$ cat config.mk
export PLATFORM = sky130hd
export DESIGN_NAME = slant_rd_arbiter
export DESIGN_NICKNAME = d
export VERILOG_FILES = /design/src/rtl/slant_rd_arbiter.sv
export SDC_FILE = /design/constraint.sdc
export NUM_CORES = 1
export LEC_CHECK = 0
export ABC_AREA = 1
export CAP_MARGIN = 20
export CORE_MARGIN = 5
export CORE_UTILIZATION = 40
export CTS_CLUSTER_SIZE = 16
export DETAILED_ROUTE_END_ITERATION = 8
export PLACE_DENSITY_LB_ADDON = 0.05
export SYNTH_ARGS = -nofsm -noshare
export SYNTH_HDL_FRONTEND = slang
export SYNTH_SLANG_ARGS = --single-unit
$ cat constraint.sdc
create_clock -name Cclk -period 3.5 [get_ports Cclk]
set_clock_uncertainty 0.2 [all_clocks]
set_input_delay 0.7 -clock Cclk [delete_from_list [all_inputs] [get_ports Cclk]]
set_output_delay 0.7 -clock Cclk [all_outputs]
set_load 0.03 [all_outputs]
$ cat src/rtl/slant_rd_arbiter.sv
// Two-requester read arbiter for the slant Y/C frame memory: HDMI has priority, Tx gets a guaranteed slot
// after STARVE_MAX lost conflicts when SLANT_ARB_STARVE_GUARD_EN is defined (strict HDMI priority otherwise).
module slant_rd_arbiter #(
  parameter int ADDR_W     = 16,
  parameter int DATA_W     = 40,
  parameter int STARVE_MAX = 4
) (
  input  logic              Cclk,
  input  logic              rst,
  input  logic              hdmi_req,
  input  logic [ADDR_W-1:0] hdmi_addr,
  output logic              hdmi_gnt,
  output logic              hdmi_rvalid,
  output logic [DATA_W-1:0] hdmi_rdata,
  input  logic              tx_req,
  input  logic [ADDR_W-1:0] tx_addr,
  output logic              tx_gnt,
  output logic              tx_rvalid,
  output logic [DATA_W-1:0] tx_rdata,
  output logic              mem_en,
  output logic [ADDR_W-1:0] mem_addr,
  input  logic [DATA_W-1:0] mem_rdata,
  output logic [15:0]       conflict_cnt
);

  function automatic logic [15:0] sat_inc16(input logic [15:0] v);
    return (v == 16'hFFFF) ? v : v + 16'd1;
  endfunction

  logic conflict;
  logic force_tx;

  assign conflict = hdmi_req & tx_req;

`ifdef SLANT_ARB_STARVE_GUARD_EN
  localparam logic [3:0] STARVE_LIM = 4'(STARVE_MAX);

  logic [3:0] starve_cnt_q, starve_cnt_d;

  assign force_tx = (starve_cnt_q == STARVE_LIM);

  always_comb begin
    starve_cnt_d = starve_cnt_q;
    if (tx_gnt || !tx_req)
      starve_cnt_d = 4'd0;
    else if (conflict && hdmi_gnt && (starve_cnt_q != STARVE_LIM))
      starve_cnt_d = starve_cnt_q + 4'd1;
  end

  always_ff @(posedge Cclk) begin
    if (rst) starve_cnt_q <= 4'd0;
    else     starve_cnt_q <= starve_cnt_d;
  end
`else
  assign force_tx = 1'b0;
`endif

  // Grants are combinational and suppressed while reset is held
  always_comb begin
    hdmi_gnt = ~rst & hdmi_req & ~(tx_req & force_tx);
    tx_gnt   = ~rst & tx_req & (~hdmi_req | force_tx);
  end

  logic              mem_en_q, mem_en_d;
  logic [ADDR_W-1:0] mem_addr_q, mem_addr_d;
  logic              own_tx_p1_q, own_tx_p1_d;
  logic              own_vld_p2_q, own_vld_p2_d;
  logic              own_tx_p2_q, own_tx_p2_d;
  logic              hdmi_rvalid_q, hdmi_rvalid_d;
  logic              tx_rvalid_q, tx_rvalid_d;
  logic [DATA_W-1:0] hdmi_rdata_q, hdmi_rdata_d;
  logic [DATA_W-1:0] tx_rdata_q, tx_rdata_d;
  logic [15:0]       conflict_cnt_q, conflict_cnt_d;

  always_comb begin
    // p1: issue to memory; mem_en doubles as the stage-1 owner valid
    mem_en_d    = hdmi_gnt | tx_gnt;
    mem_addr_d  = mem_addr_q;
    if (hdmi_gnt)    mem_addr_d = hdmi_addr;
    else if (tx_gnt) mem_addr_d = tx_addr;
    own_tx_p1_d = tx_gnt;
    // p2: memory data is valid during this stage
    own_vld_p2_d = mem_en_q;
    own_tx_p2_d  = own_tx_p1_q;
    // p3: capture into the owner's return register
    hdmi_rvalid_d = own_vld_p2_q & ~own_tx_p2_q;
    tx_rvalid_d   = own_vld_p2_q & own_tx_p2_q;
    hdmi_rdata_d  = hdmi_rvalid_d ? mem_rdata : hdmi_rdata_q;
    tx_rdata_d    = tx_rvalid_d ? mem_rdata : tx_rdata_q;
    conflict_cnt_d = conflict ? sat_inc16(conflict_cnt_q) : conflict_cnt_q;
  end

  always_ff @(posedge Cclk) begin
    if (rst) begin
      mem_en_q       <= 1'b0;
      mem_addr_q     <= '0;
      own_tx_p1_q    <= 1'b0;
      own_vld_p2_q   <= 1'b0;
      own_tx_p2_q    <= 1'b0;
      hdmi_rvalid_q  <= 1'b0;
      tx_rvalid_q    <= 1'b0;
      hdmi_rdata_q   <= '0;
      tx_rdata_q     <= '0;
      conflict_cnt_q <= 16'd0;
    end else begin
      mem_en_q       <= mem_en_d;
      mem_addr_q     <= mem_addr_d;
      own_tx_p1_q    <= own_tx_p1_d;
      own_vld_p2_q   <= own_vld_p2_d;
      own_tx_p2_q    <= own_tx_p2_d;
      hdmi_rvalid_q  <= hdmi_rvalid_d;
      tx_rvalid_q    <= tx_rvalid_d;
      hdmi_rdata_q   <= hdmi_rdata_d;
      tx_rdata_q     <= tx_rdata_d;
      conflict_cnt_q <= conflict_cnt_d;
    end
  end

  assign mem_en       = mem_en_q;
  assign mem_addr     = mem_addr_q;
  assign hdmi_rvalid  = hdmi_rvalid_q;
  assign tx_rvalid    = tx_rvalid_q;
  assign hdmi_rdata   = hdmi_rdata_q;
  assign tx_rdata     = tx_rdata_q;
  assign conflict_cnt = conflict_cnt_q;

endmodule

==> key figures <==
Clocking
  • Resized Gates After CTS: 0
  • Root buffer cell: clkbuf_16
  • CTS sink count: ~120
  • CTS hold repair buffers: 0
  • Clock transition at path regs: 0.05 ns
  • CTS tree: done
  • CTS buffer count: 17
  • Clock buffer depth: 2
  • Worst skew pair latency: 0.40 ns
  • Number of setup buffers added after CTS: 0
  • H-tree depth: 4

Global route
  • Total GRT Usage: 19.6%
  • First-pass GRT wire length: around 21 mm
  • Largest net degree at the start of global routing: 111
  • GR Util met3: 9.43%
  • Met1 usage: 22.8%
  • Grt ovf: 0
  • Top Usage Layer GRT: met2
  • Initial antenna violation count: 0
  • Met2 GRT Util: 31.4%
  • Vias in the first global route: 4334

Logic synthesis
  • Yosys Warn Count: 0
  • Register area share after synthesis: between 50% and 60%
  • Syn_nets: 682
  • Syn avg cell area: 7.47 µm²
  • Yosys reg bits: 118
  • Synth Instances: 605
  • Post-synthesis cell type count: 28
  • Post-Syn Area: 4520 µm²

Cells and area
  • Share of cells above drive strength 1: between 6 and 7%
  • Most common cell after layout, fill and taps aside: nor2_1
  • Post-layout net count: approximately 870
  • Final design utilization: 64.8%
  • ANT cells: 0
  • Most frequent cells in the layout: nor2_1 (204), clkdlybuf4s50_1 (191), dfxtp_1 (118), o21ai_0 (91), nand2_1 (70)
  • Post-Layout Cell Count: roughly 940
  • Syn-to-layout area delta: 56.9%

Critical path
  • Count of buffer and inverter cells on the critical path: 2
  • Crit path top cell by count: clkdlybuf4s50_1
  • Req. time, crit path: 2.60 ns
  • CP delay by family, top: buffers and inverters
  • CP Capture Type: primary output
  • Worst EP arrival: around 2.2 ns
  • Kind of critical path: in2out
  • Crit-path slowest cell: clkdlybuf4s50_1
  • Worst setup SP type: input port
  • CP cell instances: clkdlybuf4s50_1 > nor3_1 > clkdlybuf4s50_1
  • Biggest cell delay along the critical path: 0.70 ns
  • Worst-path fanout max: 5

Placed design
  • Gpl congestion: 0.831
  • Dpl hpwl: approximately 9 mm
  • Dpl cells: 908
  • IO buf count: 192

Timing
  • # setup viols final: 0
  • Slew Viols, Final: 0
  • Fmax: around 330 MHz
  • Tcrit/Tclk final: between 80% and 90%
  • Setup TNS: 0 ns
  • Slew @ Worst Pin: around 0.96 ns
  • Hold Vio Cnt, Final: 0
  • Hold slack: 0.206 ns
  • Min cycle time layout: slightly above 3 ns
  • Worst slew margin: 36.0%
  • RSZ-0062 raised after global routing: false

Floorplanning
  • Chip Width: 116 µm
  • Die area: roughly 14000 µm²
  • Die height: between 100 and 150 µm
  • Initial Util: 41.3%
  • Core box area: 10900 µm²
  • Rows: 38
  • I/O Pins: 193

Flow run
  • Max-Cap Viols: 0

Min path
  • Min-delay worst type: reg2reg

Run status
  • Status: complete, no violations

Route
  • Post-route DRC: 0
  • WL/cell: 14.0 µm
  • Vias after detailed routing: roughly 4500
  • Detailed Route Iter0 Violations: 311
  • Total Wirelength: 13.2 mm
  • Vias per Instance: approximately 4.8
  • Post-DRT Antenna Nets: 0
  • Pre-Repair DR Iteration Count: 4

Pwr
  • Static Leak: 2.81 nW
  • Pwr/cell area: 519 nW/µm²
  • Peak supply drop: roughly 0.00038 V
power breakdown:
group | internal [mW] | switching [mW] | leakage (nW)
logic | 0.251 | 0.315 | 1.55
registers | 1.42 | 0.0441 | 0.967
clock network | 1.08 | 0.574 | 0.287
total | 2.75 | 0.933 | 2.81
per-stage QoR:
stage	setup slack [ns]	area [µm²]	power, mW
5_1_grt	0.327	7090	3.84
3_3_place_gp	0.448	6500	2.05
4_1_cts	0.434	7070	3.72
6_report	0.455	7090	3.68
2_1_floorplan	1.05	4520	1.78
3_5_place_dp	0.436	6500	2.05
synthesized netlist by cell type (all sizes together):
cell / instances / area [µm²]
nor3: 2 / 10.0
nor2: 210 / 811
xor2: 4 / 35.0
a21oi: 17 / 88.8
nand4: 3 / 18.8
nand3: 3 / 15.0
ha: 1 / 12.5
nand2: 76 / 305
xnor2: 3 / 26.3
clkinv: 1 / 3.75
a31oi: 16 / 100
inv: 19 / 71.3
o21ai: 96 / 495
dfxtp: 118 / 2360
buf: 10 / 63.8
clkbuf: 26 / 97.6
flip-flops by register name (all words and copies together) (netlist names):
name	count
mem_en	1
own_tx_p2_q	1
own_vld_p2_q	1
conflict_cnt	16
tx_rdata	40
hdmi_rvalid	1
tx_rvalid	1
mem_addr	16
own_tx_p1_q	1
hdmi_rdata	40
kinds of logic after synthesis:
group           synth area share [%]
compound gates                  15.2
xor+xnor                        1.36
fa+ha+maj                      0.277
buf+inv                         5.24
flops                           52.3
simple gates                    25.7
routing by layer:
| layer | vias to the layer above | wire length, µm |
|---|---|---|
| li1 | 2308 | - |
| met1 | 2028 | 5510 |
| met4 | 0 | 174 |
| met5 | - | 0 |
| met2 | 148 | 6090 |
| met3 | 13 | 1410 |
area by class of cell:
cell class / count / area, µm²
sequential: 118 / 2360
multi-input combinational: 431 / 1920
clock inverter: 10 / 104
clock buffer: 22 / 464
inverter: 20 / 75.1
timing repair buffer: 200 / 1990
tap: 140 / 175
fill: 979 / 3850
worst reg2reg max path, stage by stage (launching register included):
cell and delay [ns]:
dfxtp_1 0.35, ha_1 0.25, nand2_2 0.10, nor2_4 0.06
nand2_4 0.11, nor2_2 0.05, nor2_2 0.43, nand2_1 0.10
nor2_1 0.11, nor2_1 0.05
final timing paths:
kind	start	end	slack, ns	cells after the start
setup / recovery	rst	tx_gnt	0.45	3
hold / removal	own_tx_p1_q	own_tx_p2_q	0.21	2
setup reg to reg	conflict_cnt[0]	conflict_cnt[15]	1.59	9
hold reg to reg	own_tx_p1_q	own_tx_p2_q	0.21	2
Note: power is estimated with default switching activity, not from simulation.
